File: src/rtl/ram_ctrl_pkg.sv
// Shared types and constants for the RAM write arbiter: default widths,
// requester ids and the one-entry slot record.
package ram_ctrl_pkg;

  localparam int DEF_DATA_W = 2;
  localparam int DEF_ADDR_W = 1;

  localparam logic REQ0 = 1'b0;
  localparam logic REQ1 = 1'b1;

  typedef struct packed {
    logic                  full;
    logic [DEF_ADDR_W-1:0] addr;
    logic [DEF_DATA_W-1:0] data;
  } slot_t;

endpackage

File: src/rtl/ram_write_arbiter_if.sv
// Bundle of the two requester handshakes plus the registered RAM write port.
interface ram_write_arbiter_if
  import ram_ctrl_pkg::*;
#(
  parameter int DATA_W = DEF_DATA_W,
  parameter int ADDR_W = DEF_ADDR_W
);

  logic              req0_valid;
  logic              req0_ready;
  logic [ADDR_W-1:0] req0_addr;
  logic [DATA_W-1:0] req0_data;
  logic              req1_valid;
  logic              req1_ready;
  logic [ADDR_W-1:0] req1_addr;
  logic [DATA_W-1:0] req1_data;
  logic              Write_Enable;
  logic [ADDR_W-1:0] Write_Address;
  logic [DATA_W-1:0] Write_Data;
  logic              grant_id;
  logic              collision;

  modport master (
    output req0_valid, req0_addr, req0_data,
    output req1_valid, req1_addr, req1_data,
    input  req0_ready, req1_ready,
    input  Write_Enable, Write_Address, Write_Data, grant_id, collision
  );

  modport slave (
    input  req0_valid, req0_addr, req0_data,
    input  req1_valid, req1_addr, req1_data,
    output req0_ready, req1_ready,
    output Write_Enable, Write_Address, Write_Data, grant_id, collision
  );

endinterface

File: src/rtl/ram_req_slot.sv
// One-entry holding register for a single requester. Accepts whenever empty or
// being drained this cycle, so a granted slot can reload on the same edge.
module ram_req_slot
  import ram_ctrl_pkg::*;
(
  input  logic                  clk,
  input  logic                  reset,
  input  logic                  valid,
  input  logic [DEF_ADDR_W-1:0] addr,
  input  logic [DEF_DATA_W-1:0] data,
  input  logic                  grant,
  output logic                  ready,
  output slot_t                 slot
);

  // grant comes only from registered slot state, so ready has no path from valid
  assign ready = !slot.full || grant;

  // NOTE: sequential state uses <= so every register samples pre-edge values.
  always_ff @(posedge clk or posedge reset) begin
    if (reset) begin
      // NOTE: payload is reset with the full bit; it is tiny and keeps the RAM port X-free.
      slot <= '0;
    end else if (valid && ready) begin
      slot <= '{full: 1'b1, addr: addr, data: data};
    end else if (grant) begin
      slot.full <= 1'b0;
    end
  end

endmodule

File: src/rtl/ram_write_arbiter.sv
// Two-requester arbiter for the single RAM write port; round-robin by default,
// fixed priority to requester 0 when FIXED_PRIO_EN is defined.
module ram_write_arbiter
  import ram_ctrl_pkg::*;
#(
  parameter int DATA_W = DEF_DATA_W,
  parameter int ADDR_W = DEF_ADDR_W
)(
  input logic                clk,
  input logic                reset,
  ram_write_arbiter_if.slave bus
);

  slot_t             slot0;
  slot_t             slot1;
  logic              ready0;
  logic              ready1;
  logic              grant;
  logic              sel;
  logic              grant0;
  logic              grant1;
  logic              both_full;
  logic              same_addr;
  logic              same_addr_q;
  logic              we_q;
  logic [ADDR_W-1:0] addr_q;
  logic [DATA_W-1:0] data_q;
  logic              id_q;
  logic              coll_q;

  ram_req_slot u_slot0 (
    .clk   (clk),
    .reset (reset),
    .valid (bus.req0_valid),
    .addr  (bus.req0_addr),
    .data  (bus.req0_data),
    .grant (grant0),
    .ready (ready0),
    .slot  (slot0)
  );

  ram_req_slot u_slot1 (
    .clk   (clk),
    .reset (reset),
    .valid (bus.req1_valid),
    .addr  (bus.req1_addr),
    .data  (bus.req1_data),
    .grant (grant1),
    .ready (ready1),
    .slot  (slot1)
  );

`ifdef FIXED_PRIO_EN
  // Requester 0 always wins a tie; requester 1 may starve in this build.
  always_comb begin
    // NOTE: defaults first so no path through always_comb leaves sel unassigned (no latch).
    grant = slot0.full || slot1.full;
    sel   = slot0.full ? REQ0 : REQ1;
  end
`else
  logic rr_ptr;

  always_comb begin
    grant = slot0.full || slot1.full;
    sel   = REQ0;
    if (slot0.full && slot1.full) begin
      sel = rr_ptr;
    end else if (slot1.full) begin
      sel = REQ1;
    end
  end

  always_ff @(posedge clk or posedge reset) begin
    if (reset) begin
      rr_ptr <= REQ0;
    end else if (grant) begin
      rr_ptr <= ~sel;
    end
  end
`endif

  assign grant0    = grant && (sel == REQ0);
  assign grant1    = grant && (sel == REQ1);
  assign both_full = slot0.full && slot1.full;
  assign same_addr = both_full && (slot0.addr == slot1.addr);

  always_ff @(posedge clk or posedge reset) begin
    if (reset) begin
      we_q        <= 1'b0;
      addr_q      <= '0;
      data_q      <= '0;
      id_q        <= REQ0;
      coll_q      <= 1'b0;
      same_addr_q <= 1'b0;
    end else begin
      we_q <= grant;
      if (grant) begin
        addr_q <= (sel == REQ1) ? slot1.addr : slot0.addr;
        data_q <= (sel == REQ1) ? slot1.data : slot0.data;
        id_q   <= sel;
      end
      // flag only the first edge of a same-address pairing, not every reload of it
      coll_q      <= same_addr && !same_addr_q;
      same_addr_q <= same_addr;
    end
  end

  assign bus.req0_ready    = ready0;
  assign bus.req1_ready    = ready1;
  assign bus.Write_Enable  = we_q;
  assign bus.Write_Address = addr_q;
  assign bus.Write_Data    = data_q;
  assign bus.grant_id      = id_q;
  assign bus.collision     = coll_q;

endmodule

File: src/flat_wrapper.sv
// flat-port wrapper written by rule: the top's interface ports become plain ports
module ram_write_arbiter_flat import ram_ctrl_pkg::*;
#(
  parameter int DATA_W = DEF_DATA_W,
  parameter int ADDR_W = DEF_ADDR_W
)
  (clk, reset, bus_req0_valid, bus_req0_addr, bus_req0_data, bus_req1_valid, bus_req1_addr, bus_req1_data, bus_req0_ready, bus_req1_ready, bus_Write_Enable, bus_Write_Address, bus_Write_Data, bus_grant_id, bus_collision);
  ram_write_arbiter_if #(.DATA_W(DATA_W), .ADDR_W(ADDR_W)) bus_i ();
  input logic clk;
  input logic reset;
  input wire logic [$bits(bus_i.req0_valid)-1:0] bus_req0_valid;
  input wire logic [$bits(bus_i.req0_addr)-1:0] bus_req0_addr;
  input wire logic [$bits(bus_i.req0_data)-1:0] bus_req0_data;
  input wire logic [$bits(bus_i.req1_valid)-1:0] bus_req1_valid;
  input wire logic [$bits(bus_i.req1_addr)-1:0] bus_req1_addr;
  input wire logic [$bits(bus_i.req1_data)-1:0] bus_req1_data;
  output wire logic [$bits(bus_i.req0_ready)-1:0] bus_req0_ready;
  output wire logic [$bits(bus_i.req1_ready)-1:0] bus_req1_ready;
  output wire logic [$bits(bus_i.Write_Enable)-1:0] bus_Write_Enable;
  output wire logic [$bits(bus_i.Write_Address)-1:0] bus_Write_Address;
  output wire logic [$bits(bus_i.Write_Data)-1:0] bus_Write_Data;
  output wire logic [$bits(bus_i.grant_id)-1:0] bus_grant_id;
  output wire logic [$bits(bus_i.collision)-1:0] bus_collision;
  assign bus_i.req0_valid = bus_req0_valid;
  assign bus_i.req0_addr = bus_req0_addr;
  assign bus_i.req0_data = bus_req0_data;
  assign bus_i.req1_valid = bus_req1_valid;
  assign bus_i.req1_addr = bus_req1_addr;
  assign bus_i.req1_data = bus_req1_data;
  assign bus_req0_ready = bus_i.req0_ready;
  assign bus_req1_ready = bus_i.req1_ready;
  assign bus_Write_Enable = bus_i.Write_Enable;
  assign bus_Write_Address = bus_i.Write_Address;
  assign bus_Write_Data = bus_i.Write_Data;
  assign bus_grant_id = bus_i.grant_id;
  assign bus_collision = bus_i.collision;
  ram_write_arbiter #(.DATA_W(DATA_W), .ADDR_W(ADDR_W)) u_core (.clk(clk), .reset(reset), .bus(bus_i));
endmodule
File: config.mk
export PLATFORM = sky130hd
export DESIGN_NAME = ram_write_arbiter_flat
export DESIGN_NICKNAME = d
export VERILOG_FILES = /design/src/rtl/ram_ctrl_pkg.sv /design/src/rtl/ram_write_arbiter_if.sv /design/src/rtl/ram_req_slot.sv /design/src/rtl/ram_write_arbiter.sv /design/src/flat_wrapper.sv
export SDC_FILE = /design/constraint.sdc
export NUM_CORES = 1
export LEC_CHECK = 0
export ABC_AREA = 1
export ABC_CLOCK_PERIOD_IN_PS = 2800
export CELL_PAD_IN_SITES_DETAIL_PLACEMENT = 1
export CELL_PAD_IN_SITES_GLOBAL_PLACEMENT = 2
export CORE_MARGIN = 3
export CORE_UTILIZATION = 30
export CTS_BUF_LIST = sky130_fd_sc_hd__clkbuf_8 sky130_fd_sc_hd__clkbuf_16
export DETAILED_ROUTE_END_ITERATION = 10
export DONT_BUFFER_PORTS = 1
export PLACE_DENSITY = 0.77
export SLEW_MARGIN = 20
export SYNTH_ARGS = -nofsm -noshare
export SYNTH_HDL_FRONTEND = slang
export SYNTH_HIERARCHICAL = 1
export SYNTH_SLANG_ARGS = --single-unit
File: constraint.sdc
create_clock -name clk -period 2.8 [get_ports clk]
set_input_delay 0.7 -clock clk [delete_from_list [all_inputs] [get_ports clk]]
set_output_delay 0.7 -clock clk [all_outputs]
set_load 0.005 [all_outputs]
==> results.cfg <==
[critical_path]
slowest_delay_ns = 0.48
reg2reg_from = u_core/u_slot0/slot[3]
ff2ff_path_depth = 8
critPathArrivalTime_ns = 1.21
rrSetupSlack_ns = 1.57
path_delay_family = flip-flops
crit_type = flip-flop to output port
end_kind = output port
cp_common_cell = nand2_1
crit_buf_inv = 2
worst-path-max-fanout = 6
cp.required_ns = 2.10
regToRegEndpoint = u_core/u_slot1/slot[2]
cp-startpoint = u_core/u_slot0/slot[3]
slowest_stage = dfrtp_1
cp-start-kind = flip-flop
path_cells = nand2_1, nand2_1, inv_1, inv_2, nand2_4

[synthesis]
netlist_top_cells_count = nand2_1 (28), dfrtp_1 (16), nand3_1 (12)
syn_nets = 87
post-synth-top-count-cell = nand2_1
synth_edf_count = 0
ys_seq_area_frac = 0.5755
netlist-cell-type-count = 12
synth.top_cell.area_share = 0.5755
async_flop_share = 1.000
syn-instance-count = 77
yosysWarnings = 6
ys_ff_latch = 16
avgSynthCellArea_sq_um = 9.035
ys_top_cells_by_area = dfrtp_1 (58%), nand2_1 (15%), nand3_1 (8.6%)
synth_largest_area_cell = dfrtp_1
syn_area_sq_um = 695.7
synth_ff_type = dfrtp_1

[power]
total_power_mw = 0.9710
switching_share = 0.4003
vdd.ir_drop.worst_v = 0.0005138
p_int_mw = 0.5823
power.leakage_nw = 0.4127
pwr-share-seq = 0.468
p_sw_mw = 0.3887
p_per_area_nw_per_um2 = 1250
p_clk_frac = 0.207
pwr-share-comb = 0.325

[drt]
vias_per_cell = 4.533
wl_per_cell_um = 12.38
wl_um = 1325
drc = 0
dr_total_vias = 485
met2_length_um = 627
drtIter0Drc = 1
top_layer = met4
drt_first_pass_iters = 2
dr_wl_met3_um = 97
routedLengthMet1_um = 568
ant_nets = 0

[sta]
max_slew_margin = 0.7514
max_freq_mhz = 523.7
tightest_slew_ns = 0.3729
setup_viol = 0
slew_viol_final = 0
setup_ws_ns = 0.8904
post-route-min-period_ns = 1.910
rsz0062_at_grt = no
skew_ns = 0.001200
hold_viol = 0
setup_tns_ns = 0
min_period_over_period = 0.6820

[floorplanning]
die_x_um = 54.16
rows = 16
die-area_sq_um = 2933
core-area_sq_um = 2082
io_pins = 18
start_util = 0.3341
die_h_um = 54.16

[placed_design]
gp_congestion = 0.7106
place_ws_ns = 1.161
portBuffers = 0
dp.cells = 103
dp_hpwl_um = 1109

[job]
drv_cap = 0

[min_path]
hold_path.class = input pin to asynchronous set/reset pin

[final_layout]
post-route-util = 0.3732
n_antenna_cell = 0
fillCellCount = 263
instances_no_fill = 107
syn2layout_area_growth_pct = 11.69
drive_gt1_frac = 0.1625
nets = 91

[global_route]
track_usage = 0.1216
antenna_found_initial = 0
grt_max_degree = 10
grt_pass1_vias = 531
grt_pass1_wl_um = 2373
overflow = 0

[clock_network]
clk_pin_slew_ns = 0.06
cts_resized = 0
cts_root_buf = clkbuf_8
clk_latency_ns = 0.25
cts_buffer_depth = 2
clock_sinks = 16
cts_setup_buffers = 0
cts_hold_buf = 0
cts_tree = built
cts_made_buffers = 3
htree_levels = 1

[run_status]
status = finished, final reports clean
cell usage in the layout, fill, tap and decap left out:
cell type / count
nand2_1: 28
dfrtp_1: 16
nand3_1: 12
inv_1: 8
clkbuf_8: 4
nand2_4: 4
inv_2: 3
a21oi_4: 1
nor2_2: 1
o21ai_0: 1
nor2_1: 1
nor3_1: 1
worst register-to-register path, cell delays in order (launching register included):
cell and delay (ns):
dfrtp_1 0.46, nand2_1 0.19, nand2_1 0.10, inv_1 0.08
inv_2 0.04, nand2_4 0.09, nand2_4 0.07, nand2_1 0.06
nand2_1 0.05
flip-flops by register name, indices dropped and copies added, names as in the netlist:
name	flops
u_core/rr_ptr	1
u_core/bus.grant_id	1
u_core/bus.Write_Enable	1
u_core/bus.collision	1
u_core/bus.Write_Data	2
u_core/same_addr_q	1
u_core/u_slot1/slot	4
u_core/u_slot0/slot	4
u_core/bus.Write_Address	1
worst max path at each step:
stage,end,slack (ns),depth (start not counted)
5_1_grt,bus_req1_ready,0.77,5
4_1_cts,bus_req1_ready,0.88,5
2_1_floorplan,bus_req0_ready,1.24,4
6_report,bus_req1_ready,0.89,5
3_3_place_gp,bus_req1_ready,1.18,5
3_5_place_dp,bus_req1_ready,1.16,5
per-layer routing:
layer / global-route usage / vias to the layer above
met5: 0 / -
met4: 0.07469 / 0
met3: 0.06094 / 5
met2: 0.1753 / 14
met1: 0.1419 / 224
li1: - / 242
cell families (layout without fill, tap and decap cells):
kind of cell	Yosys count	in the layout	share of synthesized area
and+or+nand+nor	47	47	0.3237
AOI/OAI and AO/OA	2	2	0.03057
buffers and inverters	12	15	0.07015
DFF	16	16	0.5755
metrics by stage:
step / instance area (sq um) / hold WS (ns)
after detailed placement: 721.9 / 0.4095
after floorplan: 695.7 / 0.3851
after CTS: 777.0 / 0.2065
after global placement: 721.9 / 0.3986
after global routing: 777.0 / 0.2018
final: 777.0 / 0.2124
area by class of cell:
class / instances / area, sq um / share of cell area
inverter: 11 / 41.29 / 0.05314
sequential: 16 / 400.4 / 0.5153
multi-input combinational: 49 / 246.5 / 0.3172
tap: 27 / 33.78 / 0.04348
clock buffer: 4 / 55.05 / 0.07085
power groups by stage:
stage / Sequential (mW) / Combinational, mW / Clock, mW
5_1_grt: 0.479 / 0.375 / 0.227
3_5_place_dp: 0.464 / 0.324 / 0
3_3_place_gp: 0.459 / 0.311 / 0
6_report: 0.454 / 0.315 / 0.201
4_1_cts: 0.460 / 0.325 / 0.212
2_1_floorplan: 0.419 / 0.292 / 0
Power figures use the tool's default switching activity.
